## src/rtl/btb_assoc.sv

```systemverilog
`default_nettype none
// ============================================================================
// Module   : btb_assoc
// Purpose  : Set-associative branch target buffer with 2-bit direction counters,
//            round-robin replacement, flush, and a one-cycle training port.
// Revision : 1.0
// ============================================================================
module btb_assoc #(
  parameter int PC_W = 17,
  parameter int SETS = 16,
  parameter int WAYS = 2
) (
  input  logic            clk,
  input  logic            rst,
  input  logic [PC_W-1:0] pc,
  output logic            btb_hit,
  output logic            pred_taken,
  output logic [PC_W-1:0] pred_pc,
  input  logic            upd_valid,
  input  logic [PC_W-1:0] upd_pc,
  input  logic            upd_taken,
  input  logic [PC_W-1:0] upd_target,
  input  logic            flush
);
  localparam int IDX_W = $clog2(SETS);
  localparam int WAY_W = (WAYS > 1) ? $clog2(WAYS) : 1;
  localparam int TAG_W = PC_W - IDX_W - 2;
  localparam logic [WAY_W-1:0] C_LAST_WAY = WAY_W'(WAYS - 1);

  logic             r_valid  [SETS][WAYS];
  logic [TAG_W-1:0] r_tag    [SETS][WAYS];
  logic [PC_W-1:0]  r_target [SETS][WAYS];
  logic [1:0]       r_ctr    [SETS][WAYS];
  logic [WAY_W-1:0] r_rr     [SETS];

  logic [IDX_W-1:0] w_lk_idx, w_up_idx;
  logic [TAG_W-1:0] w_lk_tag, w_up_tag;
  logic             w_up_hit, w_has_free;
  logic [WAY_W-1:0] w_up_way, w_free_way, w_alloc_way, w_rr_next;
  logic             w_unused;

  assign w_lk_idx = pc[IDX_W+1:2];
  assign w_lk_tag = pc[PC_W-1:IDX_W+2];
  assign w_up_idx = upd_pc[IDX_W+1:2];
  assign w_up_tag = upd_pc[PC_W-1:IDX_W+2];
  assign w_unused = ^{pc[1:0], upd_pc[1:0]};

  // Lookup: at most one way can match, so a simple priority scan suffices.
  always_comb begin
    btb_hit    = 1'b0;
    pred_taken = 1'b0;
    pred_pc    = '0;
    for (int w = 0; w < WAYS; w++) begin
      if (r_valid[w_lk_idx][w] && (r_tag[w_lk_idx][w] == w_lk_tag)) begin
        btb_hit    = 1'b1;
        pred_taken = r_ctr[w_lk_idx][w][1];
        pred_pc    = r_target[w_lk_idx][w];
      end
    end
  end

  // Training-side match and allocation choice; the downward scan leaves the lowest free way.
  always_comb begin
    w_up_hit   = 1'b0;
    w_up_way   = '0;
    w_has_free = 1'b0;
    w_free_way = '0;
    for (int w = WAYS - 1; w >= 0; w--) begin
      if (r_valid[w_up_idx][w] && (r_tag[w_up_idx][w] == w_up_tag)) begin
        w_up_hit = 1'b1;
        w_up_way = WAY_W'(w);
      end
      if (!r_valid[w_up_idx][w]) begin
        w_has_free = 1'b1;
        w_free_way = WAY_W'(w);
      end
    end
  end

  assign w_alloc_way = w_has_free ? w_free_way : r_rr[w_up_idx];

  generate
    if (WAYS == 1) begin : g_rr_direct
      assign w_rr_next = '0;
    end else begin : g_rr_assoc
      assign w_rr_next = (r_rr[w_up_idx] == C_LAST_WAY) ? '0 : r_rr[w_up_idx] + 1'b1;
    end
  endgenerate

  always_ff @(posedge clk) begin
    if (rst) begin
      for (int s = 0; s < SETS; s++) begin
        r_rr[s] <= '0;
        for (int w = 0; w < WAYS; w++) begin
          r_valid[s][w]  <= 1'b0;
          r_tag[s][w]    <= '0;
          r_target[s][w] <= '0;
          r_ctr[s][w]    <= 2'b00;
        end
      end
    end else if (flush) begin
      // Only valid bits clear; data and replacement pointers are retained.
      for (int s = 0; s < SETS; s++) begin
        for (int w = 0; w < WAYS; w++) begin
          r_valid[s][w] <= 1'b0;
        end
      end
    end else if (upd_valid) begin
      if (w_up_hit) begin
        if (upd_taken) begin
          r_target[w_up_idx][w_up_way] <= upd_target;
          if (r_ctr[w_up_idx][w_up_way] != 2'b11)
            r_ctr[w_up_idx][w_up_way] <= r_ctr[w_up_idx][w_up_way] + 2'b01;
        end else if (r_ctr[w_up_idx][w_up_way] != 2'b00) begin
          r_ctr[w_up_idx][w_up_way] <= r_ctr[w_up_idx][w_up_way] - 2'b01;
        end
      end else if (upd_taken) begin
        r_valid[w_up_idx][w_alloc_way]  <= 1'b1;
        r_tag[w_up_idx][w_alloc_way]    <= w_up_tag;
        r_target[w_up_idx][w_alloc_way] <= upd_target;
        r_ctr[w_up_idx][w_alloc_way]    <= 2'b10;
        if (!w_has_free)
          r_rr[w_up_idx] <= w_rr_next;
      end
    end
  end
endmodule
`default_nettype wire

```

## config.mk

```make
export PLATFORM = sky130hd
export DESIGN_NAME = btb_assoc
export DESIGN_NICKNAME = d
export VERILOG_FILES = /design/src/rtl/btb_assoc.sv
export SDC_FILE = /design/constraint.sdc
export NUM_CORES = 2
export LEC_CHECK = 0
export ABC_AREA = 1
export CORE_MARGIN = 2
export CORE_UTILIZATION = 30
export DETAILED_ROUTE_END_ITERATION = 6
export HOLD_SLACK_MARGIN = 0.12
export PLACE_DENSITY_LB_ADDON = 0.25
export SLEW_MARGIN = 25
export SYNTH_ARGS = -nofsm -noshare
export SYNTH_HDL_FRONTEND = slang
export SYNTH_SLANG_ARGS = --single-unit
```

## constraint.sdc

```tcl
create_clock -name clk -period 5.14 [get_ports clk]
set_clock_uncertainty 0.05 [all_clocks]
set_input_delay 0.771 -clock clk [delete_from_list [all_inputs] [get_ports clk]]
set_output_delay 0.771 -clock clk [all_outputs]
set_load 0.05 [all_outputs]
```

After elaboration in Yosys (flattened, before gate mapping). Memories as Yosys holds them, arrays and structs flattened. Index checks and enable logic that the tools add are counted. Widths: inputs -> output; s select.

$add $sub $neg: 3. Multiplexer cells: 158. Equal/unequal tests: 5. Order comparisons: 4. Bitwise gates (word level): 76. Reductions and logical operators: 12.

Operator list (count): $mux 34 (4); $mux 1 (122); $or 1x1->1 (74); $mux 17 (4); $mux 22 (3); $eq 11x11->1 (4); $mux 4 (10); $demux 17 s1 (2); $reduce_or 34->1 (1); $reduce_or 22->1 (1); $mux 2 (8); $demux 11 s1 (1); $mux 11 (1); $logic_and 1x1->1 (6); $demux 2 s1 (2); $ge 2x2->1 const B (2); $lt 2x1->1 const B (2); $not 1->2 (2); $reduce_or 4->1 (1); $add 2x1->2 const B (1); $ne 2x2->1 const B (1); $reduce_bool 2->1 (1); $reduce_or 2->1 (1); $sub 2x1->2 const B (1); other kinds (3) (3).

Logic and storage cells: 263. Memories kept: 5. Input bits: 56. Register bits: 0. RAM bits: 1008. Output and inout port bits: 19.

Memory list: r_target (depth 16, width 34, read ports 1, clocked after memory_dff 0, write ports 16, line 32) `logic [PC_W-1:0] r_target [SETS][WAYS];`; r_tag (depth 16, width 22, read ports 2, clocked after memory_dff 0, write ports 16, line 31) `logic [TAG_W-1:0] r_tag [SETS][WAYS];`; r_ctr (depth 16, width 4, read ports 2, clocked after memory_dff 0, write ports 16, line 33) `logic [1:0] r_ctr [SETS][WAYS];`; r_valid (depth 16, width 2, read ports 2, clocked after memory_dff 0, write ports 16, line 30) `logic r_valid [SETS][WAYS];`; r_rr (depth 16, width 1, read ports 1, clocked after memory_dff 0, write ports 16, line 34) `logic [WAY_W-1:0] r_rr [SETS];`.

Longest topological paths before layout. An unclocked memory read counts as a cell.

Depth after elaboration: 21. Gate-level depth with buffers: 27. Mapped depth without buffers: 25.

Worst setup path after synthesis. No wires, ideal clock.

Path type: input port to output port. Start point: input port pc[2]. End point: output port pred_pc[15]. Setup slack: 0.567 ns. Data required time: 4.319 ns. Path buffers: 3. Stages on the path: 14. Arrival time: 3.752 ns. Cell sequence: buf_2 inv_2 buf_2 clkbuf_1 a21oi_1 o21ai_0 nand3_1 nand3_1 nand2_1 nand2_1 nand4_1 nor3_1 nand2_1 o21ai_0.

Longest elaborated chain between the ends: 5. Elaborated cells between the ends (all ways): 9. Those cells by class: eq/ne (2); mux (2); reduce/logical (2); memory (3).

RTL lines: from (decl) (line 15) `input logic [PC_W-1:0] pc,`; $mem_v2 16x22; $eq 11x11->1 (line 54) `if (r_valid[w_lk_idx][w] && (r_tag[w_lk_idx][w] == w_lk_tag)) begin`; $logic_and 1x1->1 (line 54); $mux 17 (line 54); $mux 17 * (line 54); to (decl) (line 18) `output logic [PC_W-1:0] pred_pc,`.

Every way passes the cells marked *; elsewhere a longest branch is shown, timed or not.

Worst setup path after layout.
Start point: input port pc[3]. End point: output port pred_pc[16].

Same word-level chain as after synthesis.

==> impl_table.tex <==
\begin{tabular}{lr}
\hline
Metric & Value \\
\hline
\multicolumn{2}{l}{\textbf{Cells and area}} \\
Fin area & 58100 µm² \\
Fillcell total & 16.9k \\
Share of layout cells above drive strength 1 & a little under a tenth \\
Diodes inserted & 0 \\
\# nets final & 5648 \\
Fin util & 34.9\% \\
Synth-to-Final Area Change & 15.7\% \\
\multicolumn{2}{l}{\textbf{Worst setup path}} \\
Worst-path cell chain & clkbuf\_8 > clkinv\_8 > a21oi\_1 > o21ai\_0 > nand3\_1 > nand3\_1 > nand3\_1 > nand4\_1 > nor3\_1 > buf\_4 > nand3\_2 > buf\_12 > a21oi\_1 > buf\_4 > buf\_12 \\
Worst flop-to-flop path startpoint & r\_tag[13][16]\$\_SDFFCE\_PN0P\_ \\
Maximum fanout encountered on the critical timing path & 71 \\
Critical path class & primary input to output port \\
Endpoint arrival time on the critical path & between 4 and 5 ns \\
Slowest stage delay, CP & 0.37 ns \\
Critical path's most frequent cell & nand3\_1 \\
Sum of buffers and inverters on the critical path & 6 \\
Critical path required time & 4.32 ns \\
R2R cell count & 23 \\
Largest delay share family, worst path & buffers and inverters \\
Worst reg2reg path endpoint & r\_ctr[12][1]\$\_SDFFCE\_PN0P\_ \\
Register-to-Register Setup Slack & 1.18 ns \\
Cell type of the slowest stage on the worst timing path & a21oi\_1 \\
Critical Path Start Type & primary input \\
Nature of the critical path endpoint & output port \\
\multicolumn{2}{l}{\textbf{Placement}} \\
Number of port buffers & 70 \\
Worst slack after detailed placement & -0.0816 ns \\
RePlAce Congestion & roughly 0.9 \\
Post-Place Cell Area & 54700 µm² \\
Post-detailed-placement half-perimeter wirelength & 112000 µm \\
\multicolumn{2}{l}{\textbf{Clock network}} \\
Post-CTS Setup Repair Bufs & 0 \\
Insertion delay to the later sink of the worst-skew pair & 0.74 ns \\
CTS buffer count & 107 \\
Clock sink total & just over 1k \\
Clk Tree Root Cell & clkbuf\_16 \\
Number of levels in the clock H-tree & 3 \\
Maximum count of clock buffers along a single path & 3 \\
TritonCTS clock tree & done \\
Clock slew at the register clock pins of the worst setup and hold paths & $\sim$0.060 ns \\
\multicolumn{2}{l}{\textbf{Hold path}} \\
Worst hold path stage count & 2 \\
Hold path startpoint & r\_valid[3][1]\$\_DFF\_P\_ \\
HP Class & flop to flop \\
Min-Delay Endpoint & r\_valid[3][1]\$\_DFF\_P\_ \\
\multicolumn{2}{l}{\textbf{Yosys}} \\
Mapped cell area & about 50000 µm² \\
Post-Synthesis Net Count & $\sim$5.6k \\
Largest area contributor in the synthesized netlist & edfxtp\_1 \\
Yosys top cell area share & 58.3\% \\
Number of synthesized register bits & 1008 \\
Biggest area contributors in the synthesized netlist & edfxtp\_1 (58\%), nor2\_1 (10\%), nand2\_1 (9.8\%) \\
Portion of the post-synthesis area used by sequential elements & 59.6\% \\
Mean post-synth cell area & 8.99 µm² \\
Number of cells produced by synthesis & 5585 \\
Synth cell types & 43 \\
Yosys synthesis warning count & 0 \\
\multicolumn{2}{l}{\textbf{Outcome}} \\
Result of the run & finished, final reports clean \\
\multicolumn{2}{l}{\textbf{Power and ir drop}} \\
Share of total power in combinational logic & 10.5\% \\
Clock Power Share & about two fifths \\
Relative contribution of sequential cells to total power & 49.0\% \\
Power density over cell area & 329 nW/µm² \\
Total chip power & roughly 0.019 W \\
Fraction of power spent switching nets & around a quarter \\
Leakage & 22.6 nW \\
Internal power & 0.0141 W \\
Switching power of the nets & 0.00501 W \\
Peak VDD IR & around 0.26 mV \\
\multicolumn{2}{l}{\textbf{Global routing}} \\
Pin count of the biggest net entering global routing & between 100 and 150 \\
Vias in the first global route & about 39k \\
Aggregate global-route resource usage & around a fifth \\
Antenna violations before repair & 0 \\
Final global-route overflow total & 0 \\
Global-route wire length before repair & approximately 260000 µm \\
\multicolumn{2}{l}{\textbf{Routing}} \\
Detailed Routing Iterations Pass 1 & 7 \\
Drt via density & $\sim$5.3 \\
Routed length per placed instance & 23.0 µm \\
Drt total wl & 181000 µm \\
First DRT Iteration DRCs & 4083 \\
Vias & 41.6k \\
Remaining number of nets flagged by the antenna check after routing & 0 \\
Residual DRC & 0 \\
\multicolumn{2}{l}{\textbf{STA}} \\
Final Hold Violating Endpoints & 0 \\
Setup TNS Final & 0 ns \\
Crit path setup slack, layout & 0.155 ns \\
Max-slew violation count & 0 \\
Portion of the clock cycle consumed by the worst path in the final layout & a little over nine tenths \\
Unrepaired setup endpoints after global routing & false \\
Timing-limited maximum frequency & around 0.20 GHz \\
Max-Slew Margin vs Limit & between 40\% and 50\% \\
Number of endpoints failing setup at the final stage & 0 \\
Worst slew pin tran & between 0.8 and 0.9 ns \\
Post-layout minimum cycle time & 4.99 ns \\
\multicolumn{2}{l}{\textbf{Floorplanning}} \\
Number of cell rows & 150 \\
Die area & 171000 µm² \\
Number of top-level pins & 75 \\
Area of the core & 167000 µm² \\
Die X-Extent & 413 µm \\
Initial Utilization & 30.1\% \\
Die Span Y & 413 µm \\
\multicolumn{2}{l}{\textbf{Job}} \\
Total of max-cap violations & 0 \\
\hline
\end{tabular}
how the worst max path moves through the flow:
stage,start,end,slack [ns],depth (start not counted)
3_3_place_gp,upd_pc[4],r_ctr[0][0]$_SDFFCE_PN0P_,-0.006,22
6_report,pc[3],pred_pc[16],0.15,15
4_1_cts,pc[3],pred_pc[5],0.17,17
3_5_place_dp,upd_pc[4],r_ctr[12][1]$_SDFFCE_PN0P_,-0.08,22
5_1_grt,pc[3],pred_pc[16],0.05,17
2_1_floorplan,pc[2],pred_pc[15],0.57,14
routing by layer:
layer | vias to the layer above | wire length (µm) | track usage (%)
li1 | 19000 | - | -
met1 | 20600 | 78100 | 28.5
met2 | 1692 | 83100 | 33.1
met3 | 321 | 14000 | 3.61
met4 | 0 | 6200 | 7.15
met5 | - | 0 | 0
cell usage after synthesis, drive strengths merged:
cell    number
buf        151
o211ai     121
a221oi      44
xor2         7
inv        183
and2         2
a221o       12
nand3b      18
o221ai      58
edfxtp     976
a21oi      210
and3         1
dfxtp       32
clkbuf     317
a32o        12
nor3         8
ha           2
nor2      1354
or3          1
clkinv       9
nand3      143
nand2     1309
nand4       61
o21ai      459
o22ai       54
o31ai       14
a31oi        4
nor4         1
or2          4
a22oi       12
xnor2        3
o32ai        3
through the flow:
stage / cells / hold WS [ns]
after floorplan: 5585 / 0.389
after global placement: 7685 / 0.407
after detailed placement: 7685 / 0.405
after CTS: 7878 / 0.416
after global routing: 7878 / 0.443
final: 7878 / 0.418
power groups by stage:
stage / logic [W] / clock network (W) / registers (W)
floorplan: 0.00111 / 0 / 0.00951
global placement: 0.00198 / 0 / 0.00953
detailed placement: 0.00199 / 0 / 0.00954
CTS: 0.00199 / 0.00785 / 0.00937
global route: 0.00215 / 0.00814 / 0.00939
finish: 0.00201 / 0.00774 / 0.00937
flip-flops by register name, indices dropped and copies added, names as in the netlist:
signal	flops
r_ctr	64
r_rr	16
r_tag	352
r_target	544
r_valid	32
cell families (layout without fill, tap and decap cells):
logic type | count (synthesis) | in the layout | share of synthesized area [%]
and+or+nand+nor | 2902 | 2902 | 23.0
xor gates and xnor gates | 10 | 10 | 0.174
AOI/OAI and AO/OA | 1003 | 1003 | 11.9
adders and majority gates | 2 | 2 | 0.0498
DFF | 1008 | 1008 | 59.6
buffers and inverters | 660 | 749 | 5.26
worst register-to-register path: stages (launching register included):
cell and delay (ns):
edfxtp_1 0.40, nand2_1 0.07, o21ai_0 0.08, nand2_1 0.10, nand2_1 0.05, nand2_1 0.08
nand2_1 0.13, nor2_1 0.31, nor2_1 0.08, nor2_1 0.11, nand2_1 0.06, nor2_1 0.14
nand3_2 0.15, nand2_1 0.18, o21ai_0 0.15, ha_1 0.22, nor4_1 0.38, inv_1 0.12
o21ai_0 0.15, nand3_1 0.12, nand2_1 0.16, buf_12 0.16, nand2_1 0.10, nand2_1 0.11
what timing repair did:
| action | 4_1_cts | 5_1_grt |
|---|---|---|
| gates resized for setup | 0 | 1 |
| setup endpoints to repair | 0 | 4 |
| hold buffers | 0 | 0 |
area by class of cell:
| cell class | count | area, µm² | area share, % |
|---|---|---|---|
| multi-input combinational | 3917 | 17700 | 30.4 |
| clock buffer | 131 | 2790 | 4.80 |
| clock inverter | 62 | 581 | 0.999 |
| sequential | 1008 | 29900 | 51.6 |
| tap | 2204 | 2760 | 4.75 |
| inverter | 192 | 749 | 1.29 |
| timing repair buffer | 364 | 3600 | 6.21 |
cells in the final DEF, fill, tap and decap left out, types with 10 or more instances in the layout:
master,count
a21oi_1,210
a221o_1,12
a221oi_1,44
a22oi_1,12
a32o_1,12
buf_12,59
buf_4,255
clkbuf_1,23
clkbuf_16,108
clkdlybuf4s50_1,45
clkinv_1,37
clkinv_2,18
dfxtp_1,32
edfxtp_1,976
inv_1,170
nand2_1,1307
nand3_1,131
nand3_2,12
nand3b_1,18
nand4_1,51
nand4_4,10
nor2_1,1345
o211ai_1,121
o21ai_0,448
o21ai_1,10
o221ai_1,58
o22ai_1,54
o31ai_1,14
(Power assumes the default switching activity.)
==> RTL edit (config.mk and constraints unchanged) <==
Set the parameter `SETS` to 8 (it was 16).
--- a/src/rtl/btb_assoc.sv
+++ b/src/rtl/btb_assoc.sv
@@ -7,7 +7,7 @@
 // ============================================================================
 module btb_assoc #(
   parameter int PC_W = 17,
-  parameter int SETS = 16,
+  parameter int SETS = 8,
   parameter int WAYS = 2
 ) (
   input  logic            clk,
Check against the original RTL: not settled (the Yosys comparison gave no result); the edit may change what the design does.
==> RTL edit against the unedited design <==
Cell area fell by 46%; total power fell by 47%; largest power group unchanged; worst setup slack improved by 0.22 ns; critical endpoint is now pred_pc[2]; sequential cell count fell by 488; critical path type unchanged; area after synthesis fell by 46%; routed wire length fell by 50%; via count fell by 48%.
==> RTL edit: results (changes against the unedited design) <==
Routing
  • Initial DRT Pass Iterations: 6 (was 7)
  • Drt wl/cell: 20.85 um (was 23.02 um)
  • Vias per cell: 5.017 (was 5.284)
  • Initial drt markers: 2113 (was 4083)

Global routing
  • First-pass GRT wire length: 133300 um (was 264000 um)
  • All-layer global routing usage: 19.05% (was 20.79%)
  • Number of global-route vias before repair: 20.34k (was 39.31k)
  • Largest net degree at the start of global routing: 137 (was 145)

Finish
  • Clock buffers: 78 (was 131)
  • Bufs w/o clock: 186 (was 364)
  • Nets: 3152 (was 5648)
  • Multi-input gate share of total cell area: 30.39% (was 30.40%)
  • Logic inverters: 262 (was 192)
  • Non-clock buffers, area share: 6.077% (was 6.205%)
  • Seq area share: 49.45% (was 51.55%)
  • Fillers: 9260 (was 16.91k)
  • Share of cells above drive strength 1: 10.24% (was 9.059%)
  • Clock-cell share: 6.189% (was 5.800%)
  • Multi-In Gates: 2066 (was 3917)

Power and ir drop
  • Cell area power density: 324.0 nW/um2 (was 329.0 nW/um2)
  • Gate power share: 10.3% (was 10.5%)
  • VDD IR max: 0.2952 mV (was 0.2648 mV)
  • Net Sw Power: 0.002621 W (was 0.005008 W)
  • Clock power share: 41.9% (was 40.5%)

Critical path
  • CP max-delay cell: nor2_1 (was a21oi_1)
  • Flop-to-flop setup slack: 1.49 ns (was 1.18 ns)
  • R2R cell count: 17 (was 23)
  • Reg2reg start: r_tag[0][11] (was r_tag[13][16])
  • RR Endpoint: r_ctr[3][3] (was r_ctr[12][1])
  • Crit-path leading delay family: simple AND/OR/NAND/NOR gates (was buffers and inverters)

Clock network
  • Sink Count: 520 (was 1008)
  • Worst-Skew Late Latency: 0.66 ns (was 0.74 ns)
  • H-tree depth: 2 (was 3)

Yosys
  • Ranking of synthesized cells by area: edfxtp_1 56%, nor2_1 9.3%, nand2_1 8.1% (was edfxtp_1 58%, nor2_1 10%, nand2_1 9.8%)
  • Post-synth top cells: 672 x nor2_1, 583 x nand2_1, 504 x edfxtp_1, 242 x inv_1, 240 x o21ai_0 (was 1348 x nor2_1, 1307 x nand2_1, 976 x edfxtp_1, 448 x o21ai_0, 317 x clkbuf_1)
  • EDFF count, synth: 504 (was 976)
  • Seq/Total Area, Yosys: 57.03% (was 59.62%)

Place
  • Final GP Congestion: 0.8344 (was 0.8851)
  • Post-DP HPWL: 54950 um (was 112300 um)

Run
  • Maximum capacitance violations: 0 (unchanged)

Status
  • Status: completed (unchanged)

STA
  • Slew HR: 36.68% (was 43.84%)
==> RTL edit: cell count changes in the layout (fill, tap and decap cells not counted), sizes merged, moves of 25 or more <==
cell / delta
nand2: -705
nor2: -646
edfxtp: -472
o21ai: -205
buf: -179
o211ai: -101
inv: +68
clkbuf: -54
o22ai: -48
nand4: -43
o221ai: -38
a21oi: -28
clkinv: -25
==> RTL edit: metrics by stage <==
step           instance area, um2  utilization, %  hold slack [ns]  instances
2_1_floorplan               27100               -           0.3896       3058
5_1_grt                     31260           34.83           0.4486       4319
4_1_cts                     31260           34.83           0.4205       4319
3_3_place_gp                29320           32.68           0.4049       4210
6_report                    31260           34.83           0.4192       4319
3_5_place_dp                29320           32.68           0.4097       4210
==> RTL edit: kinds of logic (layout without fill, tap and decap cells) <==
family / count (synthesis) / count (layout) / synth area share, %
adders and majority gates: 2 / 2 / 0.09233
DFF: 520 / 520 / 57.03
xor gates and xnor gates: 15 / 15 / 0.4848
buffers and inverters: 472 / 557 / 7.928
AOI/OAI and AO/OA: 531 / 531 / 11.04
and+or+nand+nor: 1518 / 1518 / 23.42
==> RTL edit: worst max-delay path by stage <==
stage	startpoint	to	slack (ns)	depth (start not counted)
after floorplan	pc[2]	pred_pc[15]	0.77	13
after global placement	upd_pc[3]	r_ctr[7][2]	0.20	22
after detailed placement	upd_pc[3]	r_ctr[4][3]	0.23	22
after CTS	pc[3]	pred_pc[11]	0.40	16
after global routing	pc[3]	pred_pc[11]	0.23	17
final	pc[3]	pred_pc[2]	0.38	16
==> RTL edit: per-layer routing <==
metal / track usage [%] / part of all wire [%] / routed length, um
met3: 2.503 / 7.1 / 6419
met1: 26.80 / 44 / 40030
met4: 5.261 / 2.6 / 2345
met5: 0 / 0 / 0
met2: 30.74 / 46 / 41240
